File: config.mk
export PLATFORM = sky130hd
export DESIGN_NAME = fft_frame_loader_flat
export DESIGN_NICKNAME = d
export VERILOG_FILES = /design/src/rtl/fft_pkg.sv /design/src/rtl/fft_frame_loader_if.sv /design/src/rtl/fft_frame_loader_tc_to_signmag.sv /design/src/rtl/fft_frame_loader.sv /design/src/flat_wrapper.sv
export SDC_FILE = /design/constraint.sdc
export NUM_CORES = 1
export LEC_CHECK = 0
export ABC_CLOCK_PERIOD_IN_PS = 5250
export CAP_MARGIN = 25
export CORE_MARGIN = 2
export CORE_UTILIZATION = 50
export DETAILED_ROUTE_END_ITERATION = 12
export PLACE_DENSITY_LB_ADDON = 0.05
export SYNTH_ARGS = -nofsm -noshare
export SYNTH_HDL_FRONTEND = slang
export SYNTH_SLANG_ARGS = --single-unit
File: constraint.sdc
create_clock -name CLK -period 5.25 [get_ports CLK]
set_input_delay 1.05 -clock CLK [delete_from_list [all_inputs] [get_ports CLK]]
set_output_delay 1.05 -clock CLK [all_outputs]
set_load 0.05 [all_outputs]
File: src/rtl/fft_pkg.sv
// Shared constants and types for the FFT frame loader.
// The loader and its sign-magnitude converter both import this package.
package fft_pkg;

    localparam int unsigned N_POINTS = 8;
    localparam int unsigned SAMPLE_W = 16;
    localparam int unsigned SLOT_W   = 3;

    localparam logic [SAMPLE_W-1:0] SM_NEG_FULL = 16'hFFFF;
    localparam logic [SAMPLE_W-1:0] TC_NEG_MAX  = 16'h8000;

    typedef logic [SAMPLE_W-1:0] sample_t;
    typedef logic [SLOT_W-1:0]   slot_idx_t;

    typedef enum logic [1:0] {
        FILL,
        LOAD,
        START,
        DONE
    } loader_state_e;

endpackage

File: src/rtl/fft_frame_loader_if.sv
// Valid/ready sample stream carrying one two's-complement complex sample per beat.
// The source drives data and valid; the loader returns ready.
interface fft_frame_loader_if;
    import fft_pkg::*;

    logic    s_valid;
    logic    s_ready;
    sample_t s_real;
    sample_t s_imag;
    logic    s_last;

    modport master (
        output s_valid,
        output s_real,
        output s_imag,
        output s_last,
        input  s_ready
    );

    modport slave (
        input  s_valid,
        input  s_real,
        input  s_imag,
        input  s_last,
        output s_ready
    );

endinterface

File: src/rtl/fft_frame_loader_tc_to_signmag.sv
// Combinational two's-complement to sign-magnitude converter for one component.
// The most negative code has no sign-magnitude image, so it clips to -32767.
module tc_to_signmag
    import fft_pkg::*;
(
    input  sample_t tc_i,
    output sample_t sm_o,
    output logic    sat_o
);

    sample_t mag;

    assign mag = sample_t'(~tc_i + sample_t'(1));

    always_comb begin
        sm_o  = tc_i;
        sat_o = 1'b0;
        if (tc_i[SAMPLE_W-1]) begin
            if (tc_i == TC_NEG_MAX) begin
                sm_o  = SM_NEG_FULL;
                sat_o = 1'b1;
            end else begin
                sm_o = {1'b1, mag[SAMPLE_W-2:0]};
            end
        end
    end

endmodule

File: src/rtl/fft_frame_loader.sv
// Collects 8 converted samples into a parallel frame, then pulses fft_write,
// holds fft_start for START_CYCLES cycles and flags frame_done.
module fft_frame_loader #(
    parameter int unsigned START_CYCLES = 2,
    parameter int unsigned N_POINTS     = 8
) (
    input  logic                      CLK,
    input  logic                      RST,
    fft_frame_loader_if.slave         s_bus,
    output logic [fft_pkg::SAMPLE_W-1:0] x0_real,
    output logic [fft_pkg::SAMPLE_W-1:0] x0_imag,
    output logic [fft_pkg::SAMPLE_W-1:0] x1_real,
    output logic [fft_pkg::SAMPLE_W-1:0] x1_imag,
    output logic [fft_pkg::SAMPLE_W-1:0] x2_real,
    output logic [fft_pkg::SAMPLE_W-1:0] x2_imag,
    output logic [fft_pkg::SAMPLE_W-1:0] x3_real,
    output logic [fft_pkg::SAMPLE_W-1:0] x3_imag,
    output logic [fft_pkg::SAMPLE_W-1:0] x4_real,
    output logic [fft_pkg::SAMPLE_W-1:0] x4_imag,
    output logic [fft_pkg::SAMPLE_W-1:0] x5_real,
    output logic [fft_pkg::SAMPLE_W-1:0] x5_imag,
    output logic [fft_pkg::SAMPLE_W-1:0] x6_real,
    output logic [fft_pkg::SAMPLE_W-1:0] x6_imag,
    output logic [fft_pkg::SAMPLE_W-1:0] x7_real,
    output logic [fft_pkg::SAMPLE_W-1:0] x7_imag,
    output logic                      fft_write,
    output logic                      fft_start,
    output logic                      frame_done,
    output logic                      sat_flag
);

    if (N_POINTS != fft_pkg::N_POINTS) begin : g_bad_points
        $error("fft_frame_loader: N_POINTS must be 8");
    end
    // The FFT output registers trail the butterflies by one start cycle.
    if (START_CYCLES < 2) begin : g_bad_start
        $error("fft_frame_loader: START_CYCLES must be at least 2");
    end

    localparam int unsigned SCW = $clog2(START_CYCLES);
    localparam fft_pkg::slot_idx_t LAST_SLOT = fft_pkg::slot_idx_t'(N_POINTS - 1);

    fft_pkg::loader_state_e state_q, state_d;
    fft_pkg::slot_idx_t     cnt_q, cnt_d;
    logic [SCW-1:0]         start_cnt_q, start_cnt_d;
    logic                   sat_q, sat_d;
    fft_pkg::sample_t       slot_re_q [N_POINTS];
    fft_pkg::sample_t       slot_re_d [N_POINTS];
    fft_pkg::sample_t       slot_im_q [N_POINTS];
    fft_pkg::sample_t       slot_im_d [N_POINTS];

    fft_pkg::sample_t sm_re, sm_im;
    logic             sat_re, sat_im;
    logic             ready;
    logic             accept;

    tc_to_signmag u_conv_re (
        .tc_i  (s_bus.s_real),
        .sm_o  (sm_re),
        .sat_o (sat_re)
    );

    tc_to_signmag u_conv_im (
        .tc_i  (s_bus.s_imag),
        .sm_o  (sm_im),
        .sat_o (sat_im)
    );

    assign ready       = (state_q == fft_pkg::FILL) && !RST;
    assign accept      = s_bus.s_valid && ready;
    assign s_bus.s_ready = ready;

    always_comb begin
        state_d     = state_q;
        cnt_d       = cnt_q;
        start_cnt_d = start_cnt_q;
        sat_d       = sat_q;
        slot_re_d   = slot_re_q;
        slot_im_d   = slot_im_q;
        fft_write   = 1'b0;
        fft_start   = 1'b0;
        frame_done  = 1'b0;

        unique case (state_q)
            fft_pkg::FILL: begin
                if (accept) begin
                    // A short frame zero-pads every slot above the last sample.
                    for (int i = 0; i < N_POINTS; i++) begin
                        if (fft_pkg::slot_idx_t'(i) == cnt_q) begin
                            slot_re_d[i] = sm_re;
                            slot_im_d[i] = sm_im;
                        end else if (s_bus.s_last && (fft_pkg::slot_idx_t'(i) > cnt_q)) begin
                            slot_re_d[i] = '0;
                            slot_im_d[i] = '0;
                        end
                    end
                    sat_d = sat_q | sat_re | sat_im;
                    cnt_d = cnt_q + fft_pkg::slot_idx_t'(1);
                    if ((cnt_q == LAST_SLOT) || s_bus.s_last) begin
                        state_d = fft_pkg::LOAD;
                    end
                end
            end
            fft_pkg::LOAD: begin
                fft_write   = 1'b1;
                start_cnt_d = SCW'(START_CYCLES - 1);
                state_d     = fft_pkg::START;
            end
            fft_pkg::START: begin
                fft_start = 1'b1;
                if (start_cnt_q == '0) begin
                    state_d = fft_pkg::DONE;
                end else begin
                    start_cnt_d = start_cnt_q - SCW'(1);
                end
            end
            fft_pkg::DONE: begin
                frame_done = 1'b1;
                cnt_d      = '0;
                state_d    = fft_pkg::FILL;
            end
            default: begin
                state_d = fft_pkg::FILL;
            end
        endcase
    end

    always_ff @(posedge CLK) begin
        if (RST) begin
            state_q     <= fft_pkg::FILL;
            cnt_q       <= '0;
            start_cnt_q <= '0;
            sat_q       <= 1'b0;
            for (int i = 0; i < N_POINTS; i++) begin
                slot_re_q[i] <= '0;
                slot_im_q[i] <= '0;
            end
        end else begin
            state_q     <= state_d;
            cnt_q       <= cnt_d;
            start_cnt_q <= start_cnt_d;
            sat_q       <= sat_d;
            for (int i = 0; i < N_POINTS; i++) begin
                slot_re_q[i] <= slot_re_d[i];
                slot_im_q[i] <= slot_im_d[i];
            end
        end
    end

    assign sat_flag = sat_q;

    assign x0_real = slot_re_q[0];
    assign x1_real = slot_re_q[1];
    assign x2_real = slot_re_q[2];
    assign x3_real = slot_re_q[3];
    assign x4_real = slot_re_q[4];
    assign x5_real = slot_re_q[5];
    assign x6_real = slot_re_q[6];
    assign x7_real = slot_re_q[7];
    assign x0_imag = slot_im_q[0];
    assign x1_imag = slot_im_q[1];
    assign x2_imag = slot_im_q[2];
    assign x3_imag = slot_im_q[3];
    assign x4_imag = slot_im_q[4];
    assign x5_imag = slot_im_q[5];
    assign x6_imag = slot_im_q[6];
    assign x7_imag = slot_im_q[7];

endmodule

File: src/flat_wrapper.sv
// flat-port wrapper written by rule: the top's interface ports become plain ports
module fft_frame_loader_flat 
#(
    parameter int unsigned START_CYCLES = 2,
    parameter int unsigned N_POINTS     = 8
)
  (CLK, RST, x0_real, x0_imag, x1_real, x1_imag, x2_real, x2_imag, x3_real, x3_imag, x4_real, x4_imag, x5_real, x5_imag, x6_real, x6_imag, x7_real, x7_imag, fft_write, fft_start, frame_done, sat_flag, s_bus_s_valid, s_bus_s_real, s_bus_s_imag, s_bus_s_last, s_bus_s_ready);
  fft_frame_loader_if s_bus_i ();
  input  logic CLK;
  input  logic RST;
  output logic [fft_pkg::SAMPLE_W-1:0] x0_real;
  output logic [fft_pkg::SAMPLE_W-1:0] x0_imag;
  output logic [fft_pkg::SAMPLE_W-1:0] x1_real;
  output logic [fft_pkg::SAMPLE_W-1:0] x1_imag;
  output logic [fft_pkg::SAMPLE_W-1:0] x2_real;
  output logic [fft_pkg::SAMPLE_W-1:0] x2_imag;
  output logic [fft_pkg::SAMPLE_W-1:0] x3_real;
  output logic [fft_pkg::SAMPLE_W-1:0] x3_imag;
  output logic [fft_pkg::SAMPLE_W-1:0] x4_real;
  output logic [fft_pkg::SAMPLE_W-1:0] x4_imag;
  output logic [fft_pkg::SAMPLE_W-1:0] x5_real;
  output logic [fft_pkg::SAMPLE_W-1:0] x5_imag;
  output logic [fft_pkg::SAMPLE_W-1:0] x6_real;
  output logic [fft_pkg::SAMPLE_W-1:0] x6_imag;
  output logic [fft_pkg::SAMPLE_W-1:0] x7_real;
  output logic [fft_pkg::SAMPLE_W-1:0] x7_imag;
  output logic fft_write;
  output logic fft_start;
  output logic frame_done;
  output logic sat_flag;
  input wire logic [$bits(s_bus_i.s_valid)-1:0] s_bus_s_valid;
  input wire logic [$bits(s_bus_i.s_real)-1:0] s_bus_s_real;
  input wire logic [$bits(s_bus_i.s_imag)-1:0] s_bus_s_imag;
  input wire logic [$bits(s_bus_i.s_last)-1:0] s_bus_s_last;
  output wire logic [$bits(s_bus_i.s_ready)-1:0] s_bus_s_ready;
  assign s_bus_i.s_valid = s_bus_s_valid;
  assign s_bus_i.s_real = s_bus_s_real;
  assign s_bus_i.s_imag = s_bus_s_imag;
  assign s_bus_i.s_last = s_bus_s_last;
  assign s_bus_s_ready = s_bus_i.s_ready;
  fft_frame_loader #(.START_CYCLES(START_CYCLES), .N_POINTS(N_POINTS)) u_core (.CLK(CLK), .RST(RST), .s_bus(s_bus_i), .x0_real(x0_real), .x0_imag(x0_imag), .x1_real(x1_real), .x1_imag(x1_imag), .x2_real(x2_real), .x2_imag(x2_imag), .x3_real(x3_real), .x3_imag(x3_imag), .x4_real(x4_real), .x4_imag(x4_imag), .x5_real(x5_real), .x5_imag(x5_imag), .x6_real(x6_real), .x6_imag(x6_imag), .x7_real(x7_real), .x7_imag(x7_imag), .fft_write(fft_write), .fft_start(fft_start), .frame_done(frame_done), .sat_flag(sat_flag));
endmodule
==> metrics.txt <==
top_reg_cell synth dfxtp_1; leading area contributor after synthesis dfxtp_1; Fin Setup TNS 0 ns; Final Hold Viols 0; boundary pin count 297; GPL Wtd Cong 0.902; worst vdd ir 0.264 mV; clock-pin slew on the worst setup and hold paths 0.06 ns; Arr. time, crit path 2.52 ns; WHS 0.455 ns; post-DP HPWL 23,000 um; synthesized flop and latch total 263; Setup Skew 0.00592 ns; CP max FO 14; sequential area share after synthesis 54.6%; clk sinks 263; Area Overhead vs Synth 42.2%; DRC viols 0; CTS tree done; outcome finished clean; ranking of synthesized cells by area dfxtp_1 55%, a22o_1 13%, a22oi_1 4.0%; antenna viol nets, final 0; first-pass GRT wire length 49,400 um; DR iter-0 viols 711; Commonest cells post-synth 263 x dfxtp_1, 138 x a22o_1, 80 x nor2_1; WL/cell 22.0 um; Max H-tree Level 1; hold buffers post-CTS 0; Worst path max stage delay 0.82 ns; Std-Cell Rows 50; Mapped Area 0.00965 sq mm; power per cell area 379 mW/mm^2; Netlist cell types 55; Starting Density 51.2%; final setup violation count 0; die height 143 um; syn nets 1,003; max frequency 0.280 GHz; CTS resizes 0; Fillers 1,399; Worst setup SP type register; Longest Clk Path Bufs 3; count leader, synth dfxtp_1; Cell Chain, Critical Path inv_1 > ha_1 > nor2b_1 > clkdlybuf4s50_1; Post-synth EDFFs 0; die area 0.0204 sq mm; Least-Margin Pin Slew 1.00 ns; Tot GR Track Use 31.2%; relative slew slack 32.6%; Hold Path Class reg -> reg; router iterations before antenna repair 5; Cells after Synth 957; Root Driver clkbuf_16; Worst-Skew Late Latency 0.52 ns; required time of the critical path 4.20 ns; ant diodes 0; Leak 4.99 nW; IO buf count 296; vias in the first global route 8,355; Slew Limit Fails 0; slowest stage cell, crit path clkdlybuf4s50_1; initial antenna violation count 0; Vias 9,047; final global-route overflow total 0; critical path class reg -> out; MaxCap Viol Count 0; fraction of layout cells with a size suffix above 1 6.35%; hold depth 2; Die W 143 um; Core Area 0.0188 sq mm; RSZ-0062 raised after global routing false; async set or reset register ratio after synthesis 0%; Final #Nets 1,271; yosys warns 0; post-layout minimum cycle time 3.57 ns; Final Cycle Share 67.9%; Worst Setup End Kind output pin; DR vias/cell 6.01; CTS buffer count 26; Avg Cell Area, Syn 10.1 sq um; Reg2Reg Depth 6; Synth top area share 54.6%; pin count of the biggest net entering global routing 63; setup bufs post-CTS 0; Post-Route WL 33,200 um
worst paths after layout:
path                     startpoint                end  slack (ns)
setup / recovery  u_core.state_q[0]      s_bus_s_ready        1.68
hold / removal    u_core.x0_real[8]  u_core.x0_real[8]        0.45
setup reg to reg  u_core.state_q[0]  u_core.x3_real[7]        2.03
hold reg to reg   u_core.x0_real[8]  u_core.x0_real[8]        0.45
cells by family after synthesis:
logic type               Yosys count  share of synthesized area (%)
flip-flops                       263                           54.6
AO/OA/AOI/OAI                    355                           27.8
AND/OR/NAND/NOR                  220                           11.0
XOR/XNOR                          17                           1.54
multiplexers                       2                          0.208
buffers and inverters             90                           3.57
adder cells (fa/ha/maj)           10                           1.30
per-stage QoR:
stage          total power (W)  instances  worst slack (ns)  util, %  area (sq um)
6_report               0.00519       1505              1.68     72.8         13700
2_1_floorplan          0.00290        957              2.05        -          9650
5_1_grt                0.00535       1505              1.52     72.8         13700
4_1_cts                0.00519       1505              1.71     72.8         13700
3_5_place_dp           0.00329       1457              1.29     68.0         12800
3_3_place_gp           0.00327       1456              1.31     67.9         12800
report_power, final:
part | switching [W] | total [W] | internal [W] | leakage [nW]
Combinational | 0.000750 | 0.00108 | 0.000334 | 2.43
Sequential | 0.0000840 | 0.00218 | 0.00210 | 2.12
Clock | 0.000762 | 0.00193 | 0.00117 | 0.441
layer usage:
metal  track usage, %  vias to the layer above  wire length, um
met3             5.90                       76             2940
met5                0                        -                0
met1             42.5                     4373            13900
met2             50.1                      496            15200
met4             10.6                        0             1100
li1                 -                     4102                -
cell usage in the layout (no fill, tap or decap), types with 3 or more instances in the layout:
cell type	n
a22oi_1	51
a32o_1	7
nor2_1	80
o21ai_1	3
clkbuf_8	9
nand4_1	3
clkbuf_1	6
inv_1	15
nand2_1	56
and2_1	10
clkbuf_16	27
ha_1	10
a22o_1	138
o21ai_0	49
nand3_1	15
nor3_1	10
a211oi_1	21
dfxtp_1	263
and3_1	8
xnor2_1	7
buf_4	19
a31oi_1	3
clkdlybuf4s50_1	295
nor4_1	3
or2_2	3
o211ai_1	3
or4b_2	3
xor2_1	10
a21oi_1	50
a31oi_4	4
o41ai_1	5
o311ai_0	3
o2bb2ai_1	6
nor2b_1	5
or3_1	8
cell type report:
type	count	area [sq um]	share of cell area (%)
clock inverter	6	85.1	0.620
multi-input combinational	604	4050	29.5
timing repair buffer	315	3110	22.7
tap	260	325	2.37
sequential	263	5270	38.4
clock buffer	42	822	6.00
inverter	15	56.3	0.411
critical path, delay by kind of cell (launching register included):
kind | cells | cell delay, ns
buffers and inverters | 2 | 0.91
adder cells (fa/ha/maj) | 1 | 0.51
AND/OR/NAND/NOR | 1 | 0.22
flip-flops | 1 | 0.34
No activity file was read; power rests on OpenSTA's default activity.
